File: config.mk
export PLATFORM = sky130hd
export DESIGN_NAME = lsu_mem_port
export DESIGN_NICKNAME = d
export VERILOG_FILES = /design/src/rtl/lsu_mem_port.sv
export SDC_FILE = /design/constraint.sdc
export NUM_CORES = 1
export LEC_CHECK = 0
export BUFFER_PORTS_ARGS = -buffer_cell sky130_fd_sc_hd__buf_2
export CORE_UTILIZATION = 40
export DETAILED_ROUTE_END_ITERATION = 10
export GPL_TIMING_DRIVEN = 0
export PLACE_DENSITY = 0.71
export SETUP_SLACK_MARGIN = 0.2
export SYNTH_ARGS = -nofsm -noshare
export SYNTH_HDL_FRONTEND = slang
export SYNTH_SLANG_ARGS = --single-unit
File: constraint.sdc
create_clock -name clk -period 6.65 [get_ports clk]
set_clock_uncertainty 0.15 [all_clocks]
set_input_delay 0.3325 -clock clk [delete_from_list [all_inputs] [get_ports clk]]
set_output_delay 0.3325 -clock clk [all_outputs]
set_load 0.02 [all_outputs]
File: src/rtl/lsu_mem_port.sv
// Memory-access stage load/store unit: drives a req/gnt/rvalid data bus,
// places store lanes, extracts and extends load data, and flags faults.
module lsu_mem_port #(
    parameter int unsigned TIMEOUT = 255
) (
    input  logic        clk,
    input  logic        rst_n,
    input  logic        ma_valid_i,
    input  logic        ma_load_i,
    input  logic        ma_store_i,
    input  logic [2:0]  funct3_i,
    input  logic [31:0] addr_i,
    input  logic [31:0] wdata_i,
    input  logic        flush_i,
    output logic        stall_o,
    output logic        done_o,
    output logic [31:0] rdata_o,
    output logic        misaligned_o,
    output logic        illegal_o,
    output logic        access_fault_o,
    output logic        mem_req_o,
    output logic        mem_we_o,
    output logic [31:0] mem_addr_o,
    output logic [3:0]  mem_be_o,
    output logic [31:0] mem_wdata_o,
    input  logic        mem_gnt_i,
    input  logic        mem_rvalid_i,
    input  logic [31:0] mem_rdata_i,
    input  logic        mem_err_i
);

    typedef enum logic [1:0] {IDLE, REQ, WAIT, DRAIN} state_e;

    state_e      state_q, state_d;
    logic [31:0] cnt_q, cnt_d;
    logic [31:0] rdata_q, rdata_d;

    logic        we_q;
    logic [2:0]  funct3_q;
    logic [1:0]  off_q;
    logic [3:0]  be_q;
    logic [31:0] wdata_q;
    logic [29:0] addr_q;

    logic        live, op_bad, op_mis, accept, timeout_hit;
    logic [31:0] ld_res;

    function automatic logic [3:0] store_be(input logic [2:0] f3, input logic [1:0] off);
        logic [3:0] be;
        case (f3[1:0])
            2'b00:   be = 4'b0001 << off;
            2'b01:   be = off[1] ? 4'b1100 : 4'b0011;
            default: be = 4'b1111;
        endcase
        return be;
    endfunction

    function automatic logic [31:0] store_data(input logic [2:0] f3, input logic [31:0] d);
        logic [31:0] w;
        case (f3[1:0])
            2'b00:   w = {4{d[7:0]}};
            2'b01:   w = {2{d[15:0]}};
            default: w = d;
        endcase
        return w;
    endfunction

    function automatic logic [31:0] load_extract(input logic [2:0] f3, input logic [1:0] off,
                                                 input logic [31:0] d);
        logic [7:0]  b;
        logic [15:0] h;
        logic [31:0] r;
        case (off)
            2'd0:    b = d[7:0];
            2'd1:    b = d[15:8];
            2'd2:    b = d[23:16];
            default: b = d[31:24];
        endcase
        h = off[1] ? d[31:16] : d[15:0];
        case (f3)
            3'b000:  r = {{24{b[7]}}, b};
            3'b100:  r = {24'd0, b};
            3'b001:  r = {{16{h[15]}}, h};
            3'b101:  r = {16'd0, h};
            default: r = d;
        endcase
        return r;
    endfunction

    // A flushed instruction raises no exception and issues nothing.
    assign live   = ma_valid_i & ~flush_i & (ma_load_i | ma_store_i);
    assign op_bad = (ma_load_i & ma_store_i)
                  | (ma_load_i & ((funct3_i == 3'b011) | (funct3_i[2:1] == 2'b11)))
                  | (ma_store_i & (funct3_i > 3'b010));
    assign op_mis = ((funct3_i[1:0] == 2'b01) & addr_i[0])
                  | ((funct3_i[1:0] == 2'b10) & (addr_i[1:0] != 2'b00));

    assign timeout_hit = (TIMEOUT != 0) && (cnt_q == (TIMEOUT - 1));
    assign ld_res      = load_extract(funct3_q, off_q, mem_rdata_i);

    always_comb begin
        state_d        = state_q;
        cnt_d          = cnt_q;
        rdata_d        = rdata_q;
        stall_o        = 1'b0;
        done_o         = 1'b0;
        misaligned_o   = 1'b0;
        illegal_o      = 1'b0;
        access_fault_o = 1'b0;
        mem_req_o      = 1'b0;
        accept         = 1'b0;
        case (state_q)
            IDLE: begin
                cnt_d = '0;
                if (live && op_bad) begin
                    illegal_o = 1'b1;
                end else if (live && op_mis) begin
                    misaligned_o = 1'b1;
                end else if (live) begin
                    accept  = 1'b1;
                    stall_o = 1'b1;
                    state_d = REQ;
                end
            end
            REQ: begin
                mem_req_o = 1'b1;
                stall_o   = 1'b1;
                if (mem_gnt_i) begin
                    state_d = flush_i ? DRAIN : WAIT;
                    cnt_d   = '0;
                end else if (flush_i) begin
                    state_d = IDLE;
                end
            end
            WAIT: begin
                stall_o = 1'b1;
                cnt_d   = cnt_q + 32'd1;
                if (mem_rvalid_i) begin
                    stall_o = 1'b0;
                    state_d = IDLE;
                    cnt_d   = '0;
                    if (mem_err_i) begin
                        access_fault_o = 1'b1;
                    end else begin
                        done_o  = 1'b1;
                        rdata_d = we_q ? 32'd0 : ld_res;
                    end
                end else if (timeout_hit) begin
                    stall_o        = 1'b0;
                    access_fault_o = 1'b1;
                    state_d        = IDLE;
                    cnt_d          = '0;
                end else if (flush_i) begin
                    state_d = DRAIN;
                end
            end
            DRAIN: begin
                cnt_d = cnt_q + 32'd1;
                if (mem_rvalid_i || timeout_hit) begin
                    state_d = IDLE;
                    cnt_d   = '0;
                end
            end
            default: state_d = IDLE;
        endcase
    end

    assign rdata_o     = rdata_d;
    assign mem_we_o    = (state_q == REQ) & we_q;
    assign mem_addr_o  = (state_q == REQ) ? {addr_q, 2'b00} : 32'd0;
    assign mem_be_o    = (state_q == REQ) ? be_q : 4'd0;
    assign mem_wdata_o = (state_q == REQ) ? wdata_q : 32'd0;

    always_ff @(posedge clk or negedge rst_n) begin
        if (!rst_n) begin
            state_q <= IDLE;
            cnt_q   <= '0;
            rdata_q <= '0;
        end else begin
            state_q <= state_d;
            cnt_q   <= cnt_d;
            rdata_q <= rdata_d;
        end
    end

    // Request fields are captured once on accept and only exposed while in REQ.
    always_ff @(posedge clk) begin
        if (accept) begin
            we_q     <= ma_store_i;
            funct3_q <= funct3_i;
            off_q    <= addr_i[1:0];
            addr_q   <= addr_i[31:2];
            be_q     <= ma_store_i ? store_be(funct3_i, addr_i[1:0]) : 4'b1111;
            wdata_q  <= ma_store_i ? store_data(funct3_i, wdata_i) : 32'd0;
        end
    end

endmodule

==> out/results.txt, run 1 <==
synth top area cells: edfxtp_1, dfrtp_1, and2_1
grt met3 use: 8.22%
switching power: 1030 uW
WHS Endpoint: state_q[1]$_DFFE_PN0P_
cell-internal power: 1880 uW
Port Buffers: 212
post-layout min period: 3.18 ns
CP Data Required Time: 6.17 ns
failing checks: DRC
CTS HTree Levels: 4
Iteration-0 DRC Markers: 300
Most Crowded Layer GR: met2
largest net degree at the start of global routing: 67
Final Util: 54.5%
first-pass GRT wire length: 30,400 um
Pre-Repair DR Iteration Count: 8
grt ovf: 0
depth of the worst hold-timing path: 3
via count: 6,063
CP arrival: 2.70 ns
Filler cells: 1,533
root buffer cell: clkbuf_16
remaining antenna violation count after routing: 0
Lkg Pwr: 0.00428 uW
yosys synthesis warning count: 0
post-synthesis register bit count: 138
Synth Flop Type: edfxtp_1
Row Count: 48
final wirelength: 19,400 um
unrepaired setup endpoints after global routing: false
register area share after synthesis: 54.3%
WL/cell: 16.4 um
Worst Path Max Fanout: 10
Post-DP HPWL: 13,900 um
Clock Power Share: 34.0%
Combinational Power Share: 30.3%
CP Class: flop to output port
final hold slack: 0.0296 ns
commonest non-fill, non-tap cell in the layout: buf_2
r2r setup slk: 4.33 ns
RR Startpoint: state_q[0]$_DFFE_PN0P_
clk sinks: 138
Reg clk slew, reported paths: 0.06 ns
worst slew pin tran: 0.851 ns
VDD IR-drop max: 0.000221 V
RR Endpoint: rdata_q[30]$_DFF_PN0_
ANT cells: 0
Core Region: 0.0172 sq mm
Die H: 134 um
CTS resizes: 0
part of the power in registers: 35.7%
Worst slew margin: 43.3%
fmax: 315 MHz
number of global-route vias before repair: 5,871
Area growth syn-to-layout: 33.8%
I/O pin count: 215
Synth Instances: 674
Sum Neg Setup Slack: 0 ns
GR Util met1: 25.9%
Power Density: 310 mW/mm^2
gr usage total: 22.0%
Yosys top cell area share: 30.8%
Fin. Hold Viols: 0
endpoints failing setup: 0
syn avg cell area: 10.4 sq um
Net Sw Frac: 35.3%
status: finished with violations
M2 GR Usage: 36.8%
latest clock arrival within the worst-skew pair: 0.42 ns
Synth async-reset ratio: 47.8%
post-synthesis cell type count: 62
Slew Limit Fails: 0
chip width: 134 um
startpoint type of the worst setup path: flop
final critical-path share of the clock period: 47.8%
vias per cell: 5.13
Critical Path End Type: output port
GPL Wtd Cong: 0.903
Cell Area, Synth: 0.00702 sq mm
number of synthesized flops with an enable pin: 72
most frequent cells in the layout: buf_2, and2_1, edfxtp_1, nand2_1, dfrtp_1
full die area: 0.0181 sq mm
CTS Buffer Depth: 2
CTS tree: yes
fraction of layout cells with a size suffix above 1: 29.0%
R2R cell count: 7
Initial Utilization: 40.7%
max-cap viol count: 0
total CTS buffers: 17
antenna violations before repair: 0
nets: 1,054
hold path start: mem_gnt_i
overall power: 2910 uW
Post-route DRC: 1
largest area contributor in the netlist: edfxtp_1
Min-Delay Path Class: input pin to flop
==> cell type report <==
class	instances	area [sq um]	share of cell area (%)
Inverter	16	60.1	0.639
Clock buffer	17	425	4.53
Timing Repair Buffer	250	1460	15.6
Tap cell	225	282	3.00
Clock inverter	15	198	2.10
Multi-Input combinational cell	479	2960	31.5
Sequential cell	138	3810	40.6
Buffer	42	194	2.06
==> synth_stat cells (2+ instances only) <==
| library cell | number |
|---|---|
| a21boi_0 | 8 |
| a21o_1 | 4 |
| a21oi_1 | 37 |
| a22o_1 | 10 |
| a31oi_1 | 4 |
| and2_1 | 87 |
| and3_1 | 6 |
| and4_1 | 5 |
| buf_1 | 2 |
| buf_2 | 8 |
| buf_4 | 5 |
| clkbuf_1 | 26 |
| dfrtp_1 | 66 |
| edfxtp_1 | 72 |
| ha_1 | 2 |
| inv_1 | 16 |
| mux2i_1 | 24 |
| mux4_2 | 2 |
| nand2_1 | 68 |
| nand2b_1 | 5 |
| nand3_1 | 13 |
| nand4_1 | 12 |
| nand4_2 | 2 |
| nand4_4 | 2 |
| nor2_1 | 40 |
| nor2b_1 | 19 |
| nor3_1 | 4 |
| nor3_2 | 2 |
| nor4_1 | 5 |
| o21ai_0 | 55 |
| o21ai_1 | 11 |
| or3_1 | 3 |
| xnor2_1 | 3 |
| xor2_1 | 18 |
==> metrics by stage <==
stage / area, sq um / std cells / setup slack, ns
2_1_floorplan: 7030 / 675 / 3.34
3_3_place_gp: 8370 / 1112 / 2.22
3_5_place_dp: 8400 / 1113 / 3.94
4_1_cts: 9400 / 1182 / 3.44
5_1_grt: 9400 / 1182 / 3.31
6_report: 9400 / 1182 / 3.47
==> critical path, cell delays in order, from the launching register on <==
cell,delay [ns]
dfrtp_1,0.46
nand2b_1,0.26
or3b_1,0.36
buf_2,0.19
nor2_8,0.17
o21ai_2,0.16
buf_2,0.22
o21ai_1,0.23
buf_2,0.22
==> registers in the layout, summed over array words and instances (netlist names) <==
name,flops
addr_q,30
be_q,4
cnt_q,32
funct3_q,3
off_q,2
rdata_q,32
state_q,2
wdata_q,32
we_q,1
==> metal layers <==
layer	vias to the layer above	wire length (um)
met5	-	0
met3	33	1670
met1	2879	7890
li1	2909	-
met4	0	407
met2	242	9410
==> cell families after synthesis <==
kind of cell / synth area share, %
AOI/OAI and AO/OA: 11.6
xor gates and xnor gates: 2.62
adders and majority gates: 0.356
buffers and inverters: 3.62
DFF: 54.3
muxes: 4.22
other: 0.0534
and+or+nand+nor: 23.3
==> power groups by stage <==
| stage | Clock (uW) | Sequential, uW | Combinational [uW] |
|---|---|---|---|
| 2_1_floorplan | 0 | 1050 | 542 |
| 3_3_place_gp | 0 | 1050 | 857 |
| 3_5_place_dp | 0 | 1060 | 866 |
| 6_report | 990 | 1040 | 882 |
| 4_1_cts | 1010 | 1040 | 889 |
| 5_1_grt | 1050 | 1050 | 958 |
==> how the worst max path moves through the flow <==
| stage | cells past startpoint | slack (ns) | endpoint | from |
|---|---|---|---|---|
| after floorplan | 4 | 3.34 | addr_q[0]$_DFFE_PP_ | funct3_i[1] |
| after global placement | 5 | 2.22 | addr_q[8]$_DFFE_PP_ | funct3_i[1] |
| after detailed placement | 8 | 3.94 | rdata_o[30] | state_q[0]$_DFFE_PN0P_ |
| after CTS | 8 | 3.44 | rdata_o[30] | state_q[0]$_DFFE_PN0P_ |
| after global routing | 8 | 3.31 | rdata_o[30] | state_q[0]$_DFFE_PN0P_ |
| final | 8 | 3.47 | rdata_o[30] | state_q[0]$_DFFE_PN0P_ |
==> what timing repair did <==
| item | CTS | global route |
|---|---|---|
| hold buffers | 37 | 0 |
| setup buffers | 0 | 0 |
| endpoints found under the setup margin | 0 | 0 |
| hold endpoints to repair | 102 | 0 |
Power figures use the tool's default switching activity.
==> inputs of run 2 (changes only) <==
- clock period: 6.65 -> 3.15 ns (I/O delays scaled with it)
==> run 2 against run 1 <==
Effect of this change: the run now ends clean; sequential power rose by 110%; register-to-register slack got worse by 3.5 ns; worst hold slack got worse by 0.020 ns; sequential share of layout area fell by 2.3 points.
==> out/results.txt, run 2 (synthesis results as in run 1) <==
ANT cells: 0 (unchanged)
Pre-Repair DR Iteration Count: 5 (-3)
WHS Endpoint: wdata_q[14]$_SDFFCE_PN0P_
final hold slack: 0.00942 ns (-0.0202 ns)
Worst Path Max Fanout: 10 (unchanged)
Iteration-0 DRC Markers: 334 (+11%)
WL/cell: 16.7 um (+2.0%)
Core Region: 0.0172 sq mm (unchanged)
met2 WL: 10,300 um (+9.6%)
unrepaired setup endpoints after global routing: true
hold path start: wdata_i[14]
worst slew pin tran: 0.873 ns (+0.0221 ns)
Critical Path End Type: output port
Largest regs: cnt_q x32, rdata_q x32, wdata_q x32
status: finished clean
largest net degree at the start of global routing: 73 (+9.0%)
CTS tree: yes
Power Density: 618 mW/mm^2 (+99%)
fmax: 351 MHz
CP arrival: 2.54 ns (-0.16 ns)
CTS Buffer Depth: 2 (unchanged)
Reg clk slew, reported paths: 0.07 ns (about the same)
nets: 1,112 (+5.5%)
antenna violations before repair: 0 (unchanged)
Min-Delay Path Class: input pin to flop
final critical-path share of the clock period: 90.3%
most frequent cells in the layout: buf_2, dlygate4sd3_1, and2_1, edfxtp_1, nand2_1
full die area: 0.0181 sq mm (unchanged)
total CTS buffers: 17 (unchanged)
overall power: 6160 uW (+110%)
CP Data Required Time: 2.84 ns (-3.33 ns)
RR Startpoint: cnt_q[0]$_DFFE_PN0P_
Initial Utilization: 40.7% (unchanged)
endpoints failing setup: 0 (unchanged)
Die H: 134 um (unchanged)
RR Endpoint: state_q[0]$_DFFE_PN0P_
Max Used Layer: met4
Sum Neg Setup Slack: 0 ns (unchanged)
via count: 6,262 (+3.3%)
post-layout min period: 2.85 ns
Slew Limit Fails: 0 (unchanged)
Row Count: 48 (unchanged)
Post-DP HPWL: 13,800 um (-0.14%)
GPL Wtd Cong: 0.857 (-5.1%)
depth of the worst hold-timing path: 3 (unchanged)
fraction of layout cells with a size suffix above 1: 28.6% (-0.48 points)
startpoint type of the worst setup path: flop
first-pass GRT wire length: 32,600 um (+7.1%)
VDD IR-drop max: 0.000455 V (+110%)
chip width: 134 um (unchanged)
remaining antenna violation count after routing: 0 (unchanged)
Fin. Hold Viols: 0 (unchanged)
gr usage total: 23.6% (+1.6 points)
grt ovf: 0 (unchanged)
routed wl met3: 1700 um (+2.2%)
Port Buffers: 212 (unchanged)
Lkg Pwr: 0.00453 uW (+5.7%)
root buffer cell: clkbuf_16
CP Class: flop to output port
Area growth syn-to-layout: 42.0%
Worst slew margin: 41.8% (-1.5 points)
r2r setup slk: 0.79 ns (-3.54 ns)
vias per cell: 5.05 (-1.5%)
R2R cell count: 7 (unchanged)
max-cap viol count: 0 (unchanged)
commonest non-fill, non-tap cell in the layout: buf_2
final wirelength: 20,700 um (+7.0%)
latest clock arrival within the worst-skew pair: 0.42 ns (about the same)
Post-route DRC: 0 (-1)
CTS HTree Levels: 4 (unchanged)
number of global-route vias before repair: 6,367 (+8.4%)
clk sinks: 138 (unchanged)
Metal-1 WL: 8290 um (+5.1%)
I/O pin count: 215 (unchanged)
## run 2: cell types whose count changed in the layout (fill, tap and decap cells not counted), moves of 2 or more
cell           change
buf_2              -7
buf_4             +11
clkbuf_2           +2
clkinv_8           -2
dlygate4sd3_1     +54
o21ai_1            -3
o21ai_2            +2
## run 2: cell type report
type	count	area (sq um)
plain buffers	42	199
clock buffers	18	429
clock inverters	14	151
fillers	1459	7260
inverters	16	60.1
multi-input cells	479	2990
flip-flops and latches	138	3810
well taps	225	282
repair buffers	308	2050
## run 2: critical path, stage by stage (launching register included)
cell and delay (ns):
dfrtp_2 0.45, nand2b_2 0.24, or3b_1 0.35, buf_2 0.19
nor2_8 0.15, o21ai_4 0.12, buf_4 0.21, o21ai_1 0.21
buf_4 0.18
## run 2: where the power goes
| group | leakage, uW | internal, uW | switching (uW) |
|---|---|---|---|
| Clock | 0.000285 | 1120 | 865 |
| Combinational | 0.00269 | 722 | 1260 |
| Sequential | 0.00155 | 2130 | 69.4 |
## run 2: how the worst max path moves through the flow
| stage | from | to | slack (ns) | cells after the start |
|---|---|---|---|---|
| after detailed placement | state_q[0]$_DFFE_PN0P_ | rdata_o[21] | 0.64 | 8 |
| final | state_q[0]$_DFFE_PN0P_ | rdata_o[27] | 0.30 | 8 |
| after global placement | funct3_i[1] | addr_q[8]$_DFFE_PP_ | 0.05 | 5 |
| after floorplan | funct3_i[1] | addr_q[0]$_DFFE_PP_ | 0.82 | 4 |
| after CTS | state_q[0]$_DFFE_PN0P_ | rdata_o[21] | 0.20 | 8 |
| after global routing | state_q[0]$_DFFE_PN0P_ | rdata_o[27] | 0.17 | 8 |
## run 2: timing repair
action                                 4_1_cts  5_1_grt
setup endpoints to repair                    9       29
setup buffers                                0        4
resized for setup                            2       17
endpoints found under the hold margin      157        0
hold buffers                                91        0
pin swaps                                    0        1
## run 2: stage by stage
stage	cells	util, %	worst slack [ns]	cell area (sq um)
detailed placement	1113	48.8	0.640	8400
global placement	1112	48.6	0.0501	8370
CTS	1236	57.4	0.203	9900
finish	1240	57.9	0.305	9970
global route	1240	57.9	0.168	9970
floorplan	675	-	0.819	7030
## run 2: routing by layer
metal	up-vias	GRT usage [%]
li1	3019	-
met1	2968	26.9
met2	242	40.3
met3	33	8.78
met4	0	8.55
met5	-	0
==> inputs of run 3 (changes only) <==
- MAX_ROUTING_LAYER: unset -> met4
==> run 3 against run 2 <==
Effect of this change: largest power group unchanged; sequential power about the same; count of clock-buffer cells in the layout unchanged; final cell count about the same; routed wire length down 0.44%; register-to-register slack about the same; die area unchanged; non-clock buffer count down 1; combinational power about the same; critical path depth unchanged.
==> out/results.txt, run 3 (synthesis results as in run 1) <==
status: finished clean
gr usage total: 24.3% (+0.74 points)
startpoint type of the worst setup path: flop
I/O pin count: 215 (unchanged)
final critical-path share of the clock period: 91.4% (+1.0 points)
fraction of layout cells with a size suffix above 1: 28.6% (about the same)
final hold slack: 0.0152 ns (+0.00580 ns)
Die H: 134 um (unchanged)
CP Class: flop to output port
CP max stage cell: dfrtp_2
fmax: 348 MHz (-1.1%)
GPL Wtd Cong: 0.870 (+1.6%)
Max stage delay on crit path: 0.45 ns (about the same)
CTS tree: yes
Worst slew margin: 41.3% (-0.50 points)
overall power: 6170 uW (about the same)
Worst Path Max Fanout: 10 (unchanged)
endpoints failing setup: 0 (unchanged)
crit-path leading delay family: simple AND/OR/NAND/NOR gates
Row Count: 48 (unchanged)
Post-DP HPWL: 13,800 um (unchanged)
Initial Utilization: 40.7% (unchanged)
largest net degree at the start of global routing: 73 (unchanged)
vias per cell: 5.09 (+0.82%)
Pre-Repair DR Iteration Count: 5 (unchanged)
Net Sw Frac: 35.5% (-0.086 points)
CP Data Required Time: 2.84 ns (about the same)
Core Region: 0.0172 sq mm (unchanged)
chip width: 134 um (unchanged)
Combinational Power Share: 32.2% (about the same)
final wirelength: 20,600 um (-0.44%)
Sum Neg Setup Slack: 0 ns (unchanged)
worst slew pin tran: 0.881 ns (+0.00753 ns)
CP Buf/Inv Count: 3 (unchanged)
Iteration-0 DRC Markers: 339 (+1.5%)
CTS HTree Levels: 4 (unchanged)
Clock Power Share: 32.2% (about the same)
first-pass GRT wire length: 32,600 um (about the same)
CP Cell Sequence: nand2b_2, or3b_1, buf_2, nor2_8, o21ai_4, buf_4, o21ai_1, buf_2
Largest regs: cnt_q x32, rdata_q x32, wdata_q x32
ANT cells: 0 (unchanged)
Power Density: 618 mW/mm^2 (about the same)
Post-route DRC: 0 (unchanged)
antenna violations before repair: 0 (unchanged)
WL/cell: 16.7 um (-0.36%)
crit-path most repeated cell: buf_2
Reg clk slew, reported paths: 0.07 ns (about the same)
Slew Limit Fails: 0 (unchanged)
commonest non-fill, non-tap cell in the layout: buf_2
grt ovf: 0 (unchanged)
Area growth syn-to-layout: 42.0% (about the same)
Lkg Pwr: 0.00453 uW (about the same)
via count: 6,308 (+0.73%)
most frequent cells in the layout: buf_2, dlygate4sd3_1, and2_1, edfxtp_1, nand2_1
switching power: 2190 uW (-0.21%)
CTS Buffer Depth: 2 (unchanged)
Port Buffers: 212 (unchanged)
full die area: 0.0181 sq mm (unchanged)
remaining antenna violation count after routing: 0 (unchanged)
max-cap viol count: 0 (unchanged)
Fin. Hold Viols: 0 (unchanged)
latest clock arrival within the worst-skew pair: 0.42 ns (about the same)
number of global-route vias before repair: 6,357 (-0.16%)
root buffer cell: clkbuf_16
Min-Delay Path Class: input pin to flop
cell-internal power: 3980 uW (+0.17%)
VDD IR-drop max: 0.000456 V (+0.20%)
unrepaired setup endpoints after global routing: true
post-layout min period: 2.88 ns (+0.0323 ns)
nets: 1,111 (-0.090%)
CP arrival: 2.57 ns (+0.03 ns)
part of the power in registers: 35.6% (about the same)
total CTS buffers: 17 (unchanged)
clk sinks: 138 (unchanged)
Critical Path End Type: output port
## run 3: changes by cell type in the layout (fill, tap and decap cells not counted), sizes merged
cell and change:
buf -1
## run 3: timing repair
| item | 4_1_cts | 5_1_grt |
|---|---|---|
| setup buffers | 0 | 3 |
| gates resized for setup | 2 | 20 |
| gates cloned | 0 | 0 |
| setup endpoints to repair | 9 | 29 |
| hold buffers | 91 | 0 |
| endpoints found under the hold margin | 157 | 0 |
## run 3: worst min-delay path, cell delays in order
cell and delay (ns):
buf_2 0.10, o21ai_0 0.05, a21boi_0 0.10
## run 3: metrics by stage
step | worst slack [ns] | instance area, sq um | instances | utilization [%]
after floorplan | 0.819 | 7030 | 675 | -
after global placement | 0.0501 | 8370 | 1112 | 48.6
after detailed placement | 0.640 | 8400 | 1113 | 48.8
after CTS | 0.203 | 9900 | 1236 | 57.4
after global routing | 0.128 | 9970 | 1239 | 57.9
final | 0.272 | 9970 | 1239 | 57.9
## run 3: final cells by class
| cell class | instances | area [sq um] |
|---|---|---|
| buffer | 42 | 199 |
| timing repair buffer | 307 | 2040 |
| sequential | 138 | 3810 |
| clock inverter | 14 | 151 |
| fill | 1460 | 7260 |
| multi-input combinational | 479 | 2990 |
| inverter | 16 | 60.1 |
| clock buffer | 18 | 429 |
| tap | 225 | 282 |
## run 3: layer usage
| metal | GRT usage, % | vias up | wire length, um |
|---|---|---|---|
| li1 | - | 3020 | - |
| met1 | 27.7 | 2997 | 8460 |
| met2 | 40.3 | 248 | 10200 |
| met3 | 7.66 | 43 | 1520 |
| met4 | 8.55 | 0 | 437 |
| met5 | - | - | 0 |
## run 3: path summary, 6_finish.rpt
path	cells past startpoint	end	start	slack, ns
min reg2reg	2	rdata_q[23]$_DFF_PN0_	rdata_q[23]$_DFF_PN0_	0.33
max	8	rdata_o[27]	state_q[0]$_DFFE_PN0P_	0.27
max reg2reg	7	state_q[0]$_DFFE_PN0P_	cnt_q[0]$_DFFE_PN0P_	0.79
min in group asynchronous	2	cnt_q[25]$_DFFE_PN0P_	rst_n	0.27
max in group asynchronous	2	state_q[0]$_DFFE_PN0P_	rst_n	1.99
min	3	wdata_q[14]$_SDFFCE_PN0P_	wdata_i[14]	0.02
## run 3: power by group through the flow
| stage | Clock [uW] | Combinational [uW] | Sequential [uW] |
|---|---|---|---|
| finish | 1990 | 1990 | 2200 |
| global route | 2100 | 2160 | 2210 |
| CTS | 2010 | 1940 | 2190 |
| detailed placement | 0 | 1830 | 2230 |
| global placement | 0 | 1810 | 2220 |
| floorplan | 0 | 1150 | 2210 |
